===== src/rtl/uart_tx_buffered.sv =====
// Buffered UART transmitter: first-word-fall-through byte FIFO feeding a back-to-back 8N1 serialiser.
// Define UART_TX_PARITY_EN to insert an even-parity bit between data and stop (8E1 framing).
module uart_tx_buffered #(
  parameter int CLOCK_FREQUENCY = 100000000,
  parameter int BAUD_RATE       = 115200,
  parameter int FIFO_DEPTH      = 16
) (
  input  logic                        i_Clock,
  input  logic                        i_Reset_n,
  input  logic                        i_Write,
  input  logic [7:0]                  i_Data,
  output logic                        o_Full,
  output logic                        o_Empty,
  output logic [$clog2(FIFO_DEPTH):0] o_Count,
  output logic                        o_Overflow,
  input  logic                        i_Clear_Overflow,
  output logic                        o_TX,
  output logic                        o_Busy_TX
);

  localparam int DIVIDER = CLOCK_FREQUENCY / BAUD_RATE;
  localparam int AW      = $clog2(FIFO_DEPTH);
  localparam int CW      = AW + 1;
  localparam int BW      = $clog2(DIVIDER);

  localparam logic [BW-1:0] BAUD_RELOAD = BW'(DIVIDER - 1);
  localparam logic [CW-1:0] DEPTH_C     = CW'(FIFO_DEPTH);

  // ---------------------------------------------------------------------------
  // FIFO
  // ---------------------------------------------------------------------------
  logic [7:0]    mem_q [FIFO_DEPTH];
  logic [AW-1:0] wr_ptr_q, wr_ptr_d;
  logic [AW-1:0] rd_ptr_q, rd_ptr_d;
  logic [CW-1:0] count_q, count_d;
  logic          full_q, full_d;
  logic          empty_q, empty_d;
  logic          ovf_q, ovf_d;
  logic          push;
  logic          pop;
  logic [7:0]    head;

  // Acceptance looks only at the registered full flag, so a pop in the same
  // cycle never rescues a write aimed at a full FIFO.
  assign push = i_Write & ~full_q & i_Reset_n;
  assign head = mem_q[rd_ptr_q];

  always_comb begin
    wr_ptr_d = wr_ptr_q;
    rd_ptr_d = rd_ptr_q;
    count_d  = count_q;
    if (push) begin
      wr_ptr_d = wr_ptr_q + AW'(1);
    end
    if (pop) begin
      rd_ptr_d = rd_ptr_q + AW'(1);
    end
    case ({push, pop})
      2'b10:   count_d = count_q + CW'(1);
      2'b01:   count_d = count_q - CW'(1);
      default: count_d = count_q;
    endcase
    full_d  = (count_d == DEPTH_C);
    empty_d = (count_d == '0);
    ovf_d   = ovf_q;
    if (i_Write && full_q) begin
      ovf_d = 1'b1;
    end else if (i_Clear_Overflow) begin
      ovf_d = 1'b0;
    end
  end

  always_ff @(posedge i_Clock) begin
    if (!i_Reset_n) begin
      wr_ptr_q <= '0;
      rd_ptr_q <= '0;
      count_q  <= '0;
      full_q   <= 1'b0;
      empty_q  <= 1'b1;
      ovf_q    <= 1'b0;
    end else begin
      wr_ptr_q <= wr_ptr_d;
      rd_ptr_q <= rd_ptr_d;
      count_q  <= count_d;
      full_q   <= full_d;
      empty_q  <= empty_d;
      ovf_q    <= ovf_d;
    end
  end

  always_ff @(posedge i_Clock) begin
    if (push) begin
      mem_q[wr_ptr_q] <= i_Data;
    end
  end

  assign o_Full     = full_q;
  assign o_Empty    = empty_q;
  assign o_Count    = count_q;
  assign o_Overflow = ovf_q;

  // ---------------------------------------------------------------------------
  // Serialiser
  // ---------------------------------------------------------------------------
  typedef enum logic [2:0] {
    S_IDLE,
    S_START,
    S_DATA,
`ifdef UART_TX_PARITY_EN
    S_PARITY,
`endif
    S_STOP
  } state_t;

  state_t        state_q, state_d;
  logic [BW-1:0] baud_q, baud_d;
  logic [2:0]    bit_q, bit_d;
  logic [7:0]    shift_q, shift_d;
  logic          tx_q, tx_d;
  logic          busy_q, busy_d;
  logic          baud_zero;

  assign baud_zero = (baud_q == '0);

  always_ff @(posedge i_Clock) begin
    if (!i_Reset_n) begin
      state_q <= S_IDLE;
      baud_q  <= '0;
      bit_q   <= '0;
      tx_q    <= 1'b1;
      busy_q  <= 1'b0;
    end else begin
      state_q <= state_d;
      baud_q  <= baud_d;
      bit_q   <= bit_d;
      tx_q    <= tx_d;
      busy_q  <= busy_d;
    end
  end

  always_ff @(posedge i_Clock) begin
    shift_q <= shift_d;
  end

  always_comb begin
    state_d = state_q;
    case (state_q)
      S_IDLE:  if (!empty_q) state_d = S_START;
      S_START: if (baud_zero) state_d = S_DATA;
      S_DATA: begin
        if (baud_zero && bit_q == 3'd7) begin
`ifdef UART_TX_PARITY_EN
          state_d = S_PARITY;
`else
          state_d = S_STOP;
`endif
        end
      end
`ifdef UART_TX_PARITY_EN
      S_PARITY: if (baud_zero) state_d = S_STOP;
`endif
      S_STOP:  if (baud_zero) state_d = empty_q ? S_IDLE : S_START;
      default: state_d = S_IDLE;
    endcase
  end

  // Line level, pop strobe and counters; the stop bit chains straight into
  // the next start bit when another byte is already queued.
  always_comb begin
    tx_d    = tx_q;
    busy_d  = busy_q;
    baud_d  = baud_zero ? baud_q : baud_q - BW'(1);
    bit_d   = bit_q;
    shift_d = shift_q;
    pop     = 1'b0;
    case (state_q)
      S_IDLE: begin
        tx_d   = 1'b1;
        busy_d = 1'b0;
        if (!empty_q) begin
          pop     = 1'b1;
          shift_d = head;
          tx_d    = 1'b0;
          busy_d  = 1'b1;
          baud_d  = BAUD_RELOAD;
        end
      end
      S_START: begin
        if (baud_zero) begin
          tx_d   = shift_q[0];
          bit_d  = '0;
          baud_d = BAUD_RELOAD;
        end
      end
      S_DATA: begin
        if (baud_zero) begin
          baud_d = BAUD_RELOAD;
          if (bit_q == 3'd7) begin
`ifdef UART_TX_PARITY_EN
            tx_d = ^shift_q;
`else
            tx_d = 1'b1;
`endif
          end else begin
            bit_d = bit_q + 3'd1;
            tx_d  = shift_q[bit_d];
          end
        end
      end
`ifdef UART_TX_PARITY_EN
      S_PARITY: begin
        if (baud_zero) begin
          tx_d   = 1'b1;
          baud_d = BAUD_RELOAD;
        end
      end
`endif
      S_STOP: begin
        if (baud_zero) begin
          baud_d = BAUD_RELOAD;
          if (!empty_q) begin
            pop     = 1'b1;
            shift_d = head;
            tx_d    = 1'b0;
          end else begin
            tx_d   = 1'b1;
            busy_d = 1'b0;
          end
        end
      end
      default: begin
        tx_d   = 1'b1;
        busy_d = 1'b0;
      end
    endcase
  end

  assign o_TX      = tx_q;
  assign o_Busy_TX = busy_q;

endmodule


===== config.mk =====
export PLATFORM = sky130hd
export DESIGN_NAME = uart_tx_buffered
export DESIGN_NICKNAME = d
export VERILOG_FILES = /design/src/rtl/uart_tx_buffered.sv
export SDC_FILE = /design/constraint.sdc
export NUM_CORES = 1
export LEC_CHECK = 0
export CAP_MARGIN = 10
export CELL_PAD_IN_SITES_DETAIL_PLACEMENT = 0
export CELL_PAD_IN_SITES_GLOBAL_PLACEMENT = 1
export CORE_ASPECT_RATIO = 1.25
export CORE_MARGIN = 2
export CORE_UTILIZATION = 40
export DETAILED_ROUTE_END_ITERATION = 10
export MAX_ROUTING_LAYER = met4
export PLACE_DENSITY_LB_ADDON = 0.1
export SYNTH_ARGS = -nofsm -noshare
export SYNTH_HDL_FRONTEND = slang
export SYNTH_SLANG_ARGS = --single-unit

===== constraint.sdc =====
create_clock -name i_Clock -period 4.9 [get_ports i_Clock]
set_input_delay 0.98 -clock i_Clock [delete_from_list [all_inputs] [get_ports i_Clock]]
set_output_delay 0.98 -clock i_Clock [all_outputs]
set_load 0.02 [all_outputs]

# [After elaboration in Yosys (flattened, before gate mapping)]
# Memories as Yosys holds them, arrays and structs flattened. A register that Yosys moved wholly into a read port is not among the register bits.
# Index checks and enable logic that the tools add are counted.
[totals] reg_bits=42 ramBits=128 word_cells=91 mem_count=1
[mem_list] name="mem_q" words=16 width=8 rd=1 rd_ports_with_merged_regs=1 write_ports=1 line="32" text="logic [7:0] mem_q [FIFO_DEPTH];"
[classes] add_sub_neg=6 order_cmp=1 n_eq_ne=14 muxes=38 n_bitwise=4 n_reduce_logical=15
[op_table] op="$mux 10" n=3
[op_table] op="$mux 3" n=7
[op_table] op="$pmux 10 s2" n=1
[op_table] op="$mux 8" n=2
[op_table] op="$pmux 8 s2" n=1
[op_table] op="$mux 1" n=15
[op_table] op="$ne 2x2->1 const B" n=7
[op_table] op="$pmux 3 s4" n=1
[op_table] op="$logic_not 10->1" n=1
[op_table] op="$pmux 5 s2" n=1
[op_table] op="$sub 10x1->10 const B" n=1
[op_table] op="$add 4x1->4 const B" n=2
[op_table] op="$mux 4" n=2
[op_table] op="$reduce_and 4->1" n=2
[op_table] op="$eq 3x2->1 const B" n=2
[op_table] op="$pmux 3 s2" n=1
[op_table] op="$reduce_and 3->1" n=2
[op_table] op="$reduce_bool 2->1" n=3
[op_table] op="$add 5x1->5 const B" n=1
[op_table] op="$eq 5x5->1 const B" n=1
[op_table] op="$logic_not 5->1" n=1
[op_table] op="$sub 5x1->5 const B" n=1
[op_table] op="$lt 3x4->1 const B" n=1
[op_table] op="$pmux 1 s4" n=1
[op_table] op="other kinds (15)" n=18

# [Depth between registers and ports, before layout]
# Gate-level depths: netlist of the first run.
[logic_depth] depth_word=6 mapped_depth=13 depth_no_buf=13

# [Worst setup path after synthesis of the first run]
# Ideal clock, no wire load.
[synth_timing] path_kind="input port to flip-flop" from="input port i_Reset_n" to="register full_q (netlist: o_Full)" setup_time_ns=0.087 t_arrival_ns=3.216 required_ns=4.813 path_slack_ns=1.597 stages=13 path_buffers=2 cell_sequence="buf_2 and3b_1 buf_2 inv_1 and3_1 xor2_1 ha_1 or3b_1 nor2_1 a21oi_1 o221ai_2 xor2_1 nor4b_2"
[synth_between] elab_chain_cells=4 elab_cells_between_ends=5 cone_classes="eq/ne (3); mux (1); bitwise (1)"
[synth_lines] item="start, declared" line="9" text="input logic i_Reset_n,"
[synth_lines] item="$and 1x1->1" line="45" text="assign push = i_Write & ~full_q & i_Reset_n;"
[synth_lines] item="$eq 2x1->1 / $eq 2x2->1 (equally long branches)" line="58" text="case ({push, pop})"
[synth_lines] item="$pmux 5 s2" line="58"
[synth_lines] item="$eq 5x5->1" line="63" text="full_d = (count_d == DEPTH_C);"
[synth_lines] item="end signal, assigned" line="85" text="full_q <= full_d;"
[synth_lines] item="end, declared" line="36" text="logic full_q, full_d;"
# Parallel ways exist; a longest one is shown, timed or not.
# A chain may end at the register's enable or synchronous reset.

# [Final worst setup path of the first run]
# Same ends and word-level chain as after synthesis.

==> results of run 1 <==
==> critical path, stage by stage <==
cell and delay, ps:
sky130_fd_sc_hd__clkdlybuf4s50_1 460, sky130_fd_sc_hd__buf_4 170, sky130_fd_sc_hd__and3b_1 400, sky130_fd_sc_hd__inv_1 100, sky130_fd_sc_hd__and3_1 190, sky130_fd_sc_hd__xor2_1 150, sky130_fd_sc_hd__ha_1 240, sky130_fd_sc_hd__or3b_1 380
sky130_fd_sc_hd__nor2_1 160, sky130_fd_sc_hd__a21oi_1 100, sky130_fd_sc_hd__o221ai_2 190, sky130_fd_sc_hd__xor2_1 250, sky130_fd_sc_hd__nor4b_2 230
==> layer usage <==
metal	GRT usage, %	part of all wire, %	up-vias
met5	-	0	-
met4	5.62	1.5	0
met3	2.94	2.0	23
met2	28.5	55	42
met1	17.8	42	1952
li1	-	-	1790
==> power by group <==
group / internal [mW] / switching (mW) / leakage (nW)
registers: 1.72 / 0.165 / 1.53
logic: 0.553 / 0.608 / 0.895
clock network: 0.731 / 0.628 / 0.290
total: 3.01 / 1.40 / 2.72
==> through the flow <==
| stage | power, mW | cells | worst slack [ps] |
|---|---|---|---|
| global route | 4.65 | 718 | 964 |
| CTS | 4.45 | 718 | 1240 |
| finish | 4.41 | 718 | 1250 |
| detailed placement | 3.10 | 686 | 811 |
| floorplan | 2.79 | 454 | 1600 |
| global placement | 3.07 | 686 | 927 |
==> area by class of cell <==
type	instances	area, um^2	share of cell area [%]
repair buffers	28	263	3.17
multi-input cells	246	2270	27.4
clock buffers	17	425	5.14
well taps	228	285	3.45
clock inverters	15	171	2.07
flip-flops and latches	173	4830	58.3
inverters	11	41.3	0.499
==> cell families after synthesis <==
kind of cell | count (synthesis) | share of synthesized area [%]
AOI/OAI and AO/OA | 46 | 4.34
xor gates and xnor gates | 14 | 1.69
adders and majority gates | 17 | 2.93
buffers and inverters | 35 | 2.38
DFF | 173 | 66.4
muxes | 48 | 13.9
and+or+nand+nor | 121 | 8.39
==> state kept, by name, indices dropped and copies added (netlist names), 2 cells and up, named ones only <==
signal    count
baud_q       10
bit_q         3
mem_q       128
o_Count       5
rd_ptr_q      4
shift_q       8
state_q       2
wr_ptr_q      4
==> worst max path at each step <==
stage / start / to / slack, ps / depth (start not counted)
CTS: i_Reset_n / o_Full / 1240 / 13
global placement: i_Reset_n / o_Full / 930 / 13
finish: i_Reset_n / o_Full / 1250 / 13
floorplan: i_Reset_n / o_Full / 1600 / 13
global route: i_Reset_n / o_Full / 960 / 13
detailed placement: i_Reset_n / o_Full / 810 / 13
==> layout by cell type (no fill, tap or decap), types with 9 or more instances in the layout <==
cell type	Yosys	final
sky130_fd_sc_hd__edfxtp_1	136	136
sky130_fd_sc_hd__nor2_1	52	52
sky130_fd_sc_hd__mux4_2	42	42
sky130_fd_sc_hd__dfxtp_1	37	36
sky130_fd_sc_hd__nand2_1	24	24
sky130_fd_sc_hd__a21oi_1	22	22
sky130_fd_sc_hd__clkdlybuf4s50_1	0	21
sky130_fd_sc_hd__ha_1	17	17
sky130_fd_sc_hd__clkbuf_16	0	17
sky130_fd_sc_hd__inv_1	9	9
sky130_fd_sc_hd__nor3_1	9	9
==> results.md, run 1 <==
- At the pin with the least slew margin, the transition time is 859 ps.
- The worst hold path cell count is 2.
- The total overflow left after global routing is 0.
- The type of element capturing the critical path is a flop.
- The share of synthesized area in the top cell type comes to 56.2%.
- The first routing iteration left 196 violations.
- The peak clock frequency supported by timing is 274 MHz.
- The number of inserted filler cells in the final layout is 1566.
- In the routed design, unresolved DRC markers number 0.
- By area the synthesized netlist is led by sky130_fd_sc_hd__edfxtp_1 56%, sky130_fd_sc_hd__mux4_2 13%, sky130_fd_sc_hd__dfxtp_1 10%.
- The post-synth design cell area is 7260 um^2.
- The maximum ir drop on the vdd rail is 0.254 mV.
- Once detailed placement completed, the half-perimeter wirelength came to 9720 um.
- At the end of routability-driven placement, the weighted congestion stood at 0.776.
- The antenna diode instance count is 0.
- For this block, the routed nets add up to 14000 um of wire.
- In this run the cell area measured after placement is 7680 um^2.
- The startpoint of the tightest hold check path is bit_q[2].
- The type of the tightest min-delay check is reg -> reg.
- The maximum fanout along the worst path is 11.
- The floorplan step defined a core boundary enclosing 18000 um^2.
- The dominant cell type by area after synthesis is sky130_fd_sc_hd__edfxtp_1.
- Setup repair after global routing left no endpoint under its margin.
- The via count of the first global-routing pass is 4039.
- In the final routed layout, each cell accounts on average for 19.5 um.
- Yosys mapped a number of flops with a built-in enable equal to 136.
- The final design instance area without fill is 8280 um^2.
- The H-tree was split into 4 levels.
- By count the netlist is led by 136 x sky130_fd_sc_hd__edfxtp_1, 52 x sky130_fd_sc_hd__nor2_1, 42 x sky130_fd_sc_hd__mux4_2.
- For this run, the number of Yosys warnings is 0.
- The number of top-level pins is 22.
- The initial antenna violation count is 0.
- The end point of the worst hold path is bit_q[2].
- The count of nets left with antenna violations after detail routing is 0.
- In the finished design, the share of the clock period the worst path needs comes to 74.5%.
- The number of clock sinks seen by CTS is 173.
- The pin count of the biggest net entering global routing is 33.
- The total nets after synthesis is 483.
- The die area is 19300 um^2.
- The first global-routing pass estimated 22400 um of wire.
- Synthesis inferred 173 register bits.
- For this configuration, the core starts out at a cell density of 40.4%.
- Setup total negative slack on the finished layout was measured at 0 ps.
- The register clock-pin slew on the reported worst setup and hold paths is 70 ps.
- After floorplanning, the core was divided into 55 placement rows.
- Across the routed clock network, the largest skew measured is 9.36 ps.
- The routed design could run at a clock period as short as 3650 ps.
- Clock latency on the worst-skew pair, taken at its later pin, is 430 ps.
- The count of endpoints failing hold in the final timing report came to 0.
- Gates resized during post-CTS repair numbered 0.
- The distinct cell type count of the synthesized netlist is 53.
- The fraction of layout instances using a drive strength above 1 is 18.8%.
- Buffers placed on the I/O ports in this run total 21.
- The leading register cell type out of synthesis is sky130_fd_sc_hd__edfxtp_1.
- The average vias per placed instance is 5.30.
- The average instance area after synthesis is 16.0 um^2.
- The number of nets in the finished design is 506.
- Hold timing on the final database bottoms out at a slack of 457 ps.
- In this run the tightest slew margin relative to its limit is 42.5%.
- For the worst setup path, the data arrival time is 4000 ps.
- The routed layout has 3807 vias.
- The tree is rooted in a sky130_fd_sc_hd__clkbuf_16.
- Data on the critical path is required at its endpoint by 5240 ps.
- The total of max-cap violations is 0.
- The register-to-register setup slack is 1450 ps.
- The most frequent cell after synthesis is sky130_fd_sc_hd__edfxtp_1.
- The leakage power summed over all cells is 2.72 nW.
- The sequential-to-total area share from yosys stat is 66.4%.
- The power density of the placed cells is 533 nW/um^2.
- The longest clock path from root to sink contains 2 buffers.
- The first detailed-routing pass took 4 iterations.
- The overall routing resource usage is 15.9%.
- The run finished with clean final reports.
- The vertical die dimension is 155 um.
- The post-synthesis to final-layout area growth is 14.0%.
- The number of cells on the worst reg-to-reg path is 12.
- The final setup violation count is 0.
- The share of flip-flops with an asynchronous set or reset is 0%.
- The worst flop-to-flop path endpoint is o_Full.
- Buffers added to address setup during post-CTS repair amount to 0.
- The cts-stage hold buffer count is 0.
- Synthesis handed over a netlist of 454 instances.
- The worst setup path is launched from an input port.
- The count of pins over their slew limit is 0.
- Buffers inserted during clock tree synthesis total 17.
- The clock tree from TritonCTS is done.
- Measured along the x axis, the die boundary spans 125 um.
- The launch point of the worst reg-to-reg path is baud_q[0].
- The type of the worst setup path is in -> reg.
- The share of the core filled with cells is 46.1%.
Note: power is estimated with default switching activity, not from simulation.
==> inputs of run 2 (changes only) <==
==> constraint.sdc (replaced) <==
create_clock -name i_Clock -period 3.48 [get_ports i_Clock]
set_input_delay 0.696 -clock i_Clock [delete_from_list [all_inputs] [get_ports i_Clock]]
set_output_delay 0.696 -clock i_Clock [all_outputs]
set_load 0.02 [all_outputs]
==> run 2 against run 1 <==
- utilization is 0.81 points higher
- setup slack got worse by 890 ps
- non-clock buffer count rose by 19
- critical path depth did not move
- sequential power is 39% higher
- clock power is 38% higher
- cell count grew 2.6%
==> results.md, run 2 (synthesized netlist as in run 1, its figures left out) <==
- The number of top-level pins is 22 (unchanged).
- The final routed wirelength across all metal layers is 13600 um (was 14000 um).
- The cell with the largest stage delay on the worst path is sky130_fd_sc_hd__or3b_1 (was sky130_fd_sc_hd__clkdlybuf4s50_1).
- The buffer cell driving the clock tree root is sky130_fd_sc_hd__clkbuf_16 (unchanged).
- The transition at the pin with the smallest max-transition slack came to 583 ps (was 859 ps).
- The final weighted congestion in routability-driven placement is 0.789 (was 0.776).
- The number of clock sinks seen by CTS was 173 (unchanged).
- The deepest level of the CTS H-tree was 4 (unchanged).
- The initial antenna violation count is 0 (unchanged).
- The pin count of the biggest net entering global routing is 33 (unchanged).
- The post-synthesis to final-layout area growth is 16.0% (was 14.0%).
- The die area is 19300 um^2 (unchanged).
- The vertical die dimension is 155 um (unchanged).
- The width of the die is 125 um (unchanged).
- The final setup violation count came to 0 (unchanged).
- The type of element capturing the critical path is a flop (unchanged).
- The clock tree from TritonCTS is done (unchanged).
- Cell-by-cell listing of the critical path: inv_1 -> ha_1 -> nor4b_4 -> a41o_1 -> and3_1 -> xor2_1 -> ha_1 -> or3b_1 -> nor2_1 -> a21oi_1 -> o221ai_2 -> xor2_2 -> nor4b_2 (was clkdlybuf4s50_1 -> buf_4 -> and3b_1 -> inv_1 -> and3_1 -> xor2_1 -> ha_1 -> or3b_1 -> nor2_1 -> a21oi_1 -> o221ai_2 -> xor2_1 -> nor4b_2).
- The launch point of the worst reg-to-reg path is baud_q[0] (unchanged).
- The overall routing resource usage is 15.6% (was 15.9%).
- The maximum fanout along the worst path is 5 (was 11).
- The half-perimeter wire length of the detailed placement result is 9600 um (was 9720 um).
- The most frequent standard cell in the layout excluding fill and tap cells is sky130_fd_sc_hd__edfxtp_1 (unchanged).
- The CTS buffer count was 17 (unchanged).
- The residual DRC count is 0 (unchanged).
- The data required time at the worst endpoint is 3830 ps (was 5240 ps).
- The setup fix buffers added after clock tree synthesis was 0 (unchanged).
- The clock period minus worst slack is 3130 ps.
- The destination of the critical timing path is o_Full (unchanged).
- The count of pins over their slew limit is 0 (unchanged).
- The register clock-pin slew on the reported worst setup and hold paths is 70 ps (about the same).
- The final setup TNS is 0 ps (unchanged).
- The first-pass GRT wire length is 22100 um (was 22400 um).
- The effective utilization at floorplan is 40.4% (unchanged).
- The arrival time at the worst endpoint is 3470 ps (was 4000 ps).
- The final design instance area without fill was 8420 um^2 (was 8280 um^2).
- The source of the critical timing path is baud_q[0] (was i_Reset_n).
- The number of cells on the worst reg-to-reg path is 13 (was 12).
- Registers with the most flip-flops: mem_q (128), baud_q (10), shift_q (8) (unchanged).
- The register-to-register setup slack came to 350 ps (was 1450 ps).
- The startpoint type of the worst setup path is a flop (was input port).
- The number of cells upsized or downsized after cts came to 0 (unchanged).
- The total cell area at the placement stage is 7820 um^2 (was 7680 um^2).
- The clock network latency to the later pin of the worst-skew pair is 430 ps (about the same).
- The type of the tightest min-delay check is reg -> reg (unchanged).
- The maximum ir drop on the vdd rail came to 0.412 mV (was 0.254 mV).
- The worst flop-to-flop path endpoint is o_Full (unchanged).
- The leakage power summed over all cells is 2.81 nW (was 2.72 nW).
- The type of the worst setup path is reg -> reg (was in -> reg).
- The number of detailed-routing iterations run before antenna repair was 4 (unchanged).
- The highest cell delay on the worst timing path is 380 ps (was 460 ps).
- The number of flip-flops in the largest register came to 128 (unchanged).
- The antenna diode instance count was 0 (unchanged).
- The cts-stage hold buffer count came to 0 (unchanged).
- The total number of placement rows was 55 (unchanged).
- The count of nets left with antenna violations after detail routing was 0 (unchanged).
- Status: finished, final reports clean (unchanged).
- The average routed wire per standard cell is 18.4 um (was 19.5 um).
- The detailed router's first-iteration violation count was 134 (was 196).
- The number of nets in the finished design came to 525 (was 506).
- The via count of the first global-routing pass is 4137 (was 4039).
- The average vias per placed instance was 5.17 (was 5.30).
- The total of max-cap violations came to 0 (unchanged).
- The register with the most flip-flops is mem_q (unchanged).
- The most frequent cell on the critical path is sky130_fd_sc_hd__ha_1 (was sky130_fd_sc_hd__xor2_1).
- Setup repair after global routing missed its margin: no (unchanged).
- The total number of vias is 3812 (was 3807).
- The overall overflow remaining after global route is 0 (unchanged).
- The worst slew slack as a fraction of its limit is 61.1% (was 42.5%).
- The number of buffers between clock root and the deepest sink is 2 (unchanged).
- The count of buffers from port buffering is 21 (unchanged).
- The fraction of layout instances using a drive strength above 1 is 21.8% (was 18.8%).
- The worst setup skew after layout is 11.8 ps (was 9.36 ps).
- The ratio of final minimum period to clock period is 89.8%.
- The area of the core region is 18000 um^2 (unchanged).
- The power density of the placed cells is 739 nW/um^2 (was 533 nW/um^2).
- Most used cells in the layout excluding fill and tap cells: 136 x sky130_fd_sc_hd__edfxtp_1, 52 x sky130_fd_sc_hd__nor2_1, 42 x sky130_fd_sc_hd__mux4_2 (unchanged).
- The number of inserted filler cells in the final layout was 1550 (was 1566).
- The count of endpoints failing hold in the final timing report is 0 (unchanged).
- Derived from the worst setup path, the maximum achievable clock frequency is 320 MHz.
==> run 2: cell count changes in the layout (fill, tap and decap cells not counted), sizes merged <==
cell    delta
buf       +19
inv        +1
clkinv     -1
==> run 2: how the worst min path moves through the flow <==
| stage | startpoint | to | slack [ps] | depth (start not counted) |
|---|---|---|---|---|
| floorplan | bit_q[1] | bit_q[1] | 440 | 2 |
| global placement | o_Overflow | o_Overflow | 450 | 2 |
| detailed placement | bit_q[2] | bit_q[2] | 450 | 2 |
| CTS | bit_q[2] | bit_q[2] | 460 | 2 |
| global route | bit_q[2] | bit_q[2] | 490 | 2 |
| finish | bit_q[2] | bit_q[2] | 460 | 2 |
==> run 2: stage by stage <==
step | hold WS, ps | power [mW] | instances | util (%) | worst slack, ps
after floorplan | 436 | 3.93 | 454 | - | 461
after global routing | 490 | 6.59 | 737 | 46.9 | 36.6
after CTS | 461 | 6.31 | 737 | 46.9 | 318
after detailed placement | 452 | 4.41 | 705 | 43.6 | 120
final | 459 | 6.23 | 737 | 46.9 | 354
after global placement | 454 | 4.38 | 705 | 43.6 | 155
==> run 2: cell type report <==
class | count | area (um^2) | area share, %
sequential | 173 | 4830 | 57.3
inverter | 11 | 41.3 | 0.490
timing repair buffer | 47 | 405 | 4.81
clock buffer | 17 | 425 | 5.05
clock inverter | 15 | 168 | 1.99
multi-input combinational | 246 | 2270 | 27.0
tap | 228 | 285 | 3.39
==> run 2: worst max-delay path: cells and delay by family, from the launching register on <==
kind            cells  cell delay, ps
xor+xnor            2             350
compound gates      3             600
fa+ha+maj           2             390
simple gates        5            1270
flops               1             340
buf+inv             1              90
==> run 2: power breakdown <==
group / switching (mW) / total [mW] / leakage, nW / internal (mW)
Combinational: 0.891 / 1.72 / 0.996 / 0.829
Clock: 0.851 / 1.88 / 0.287 / 1.03
Sequential: 0.204 / 2.63 / 1.53 / 2.43
Total: 1.95 / 6.23 / 2.81 / 4.28
==> run 2: metal layers <==
layer,track usage (%),up-vias,wire length (um)
met5,-,-,0
met4,5.40,0,234
met3,3.46,15,333
met2,28.1,54,7490
met1,17.0,1907,5530
li1,-,1836,-
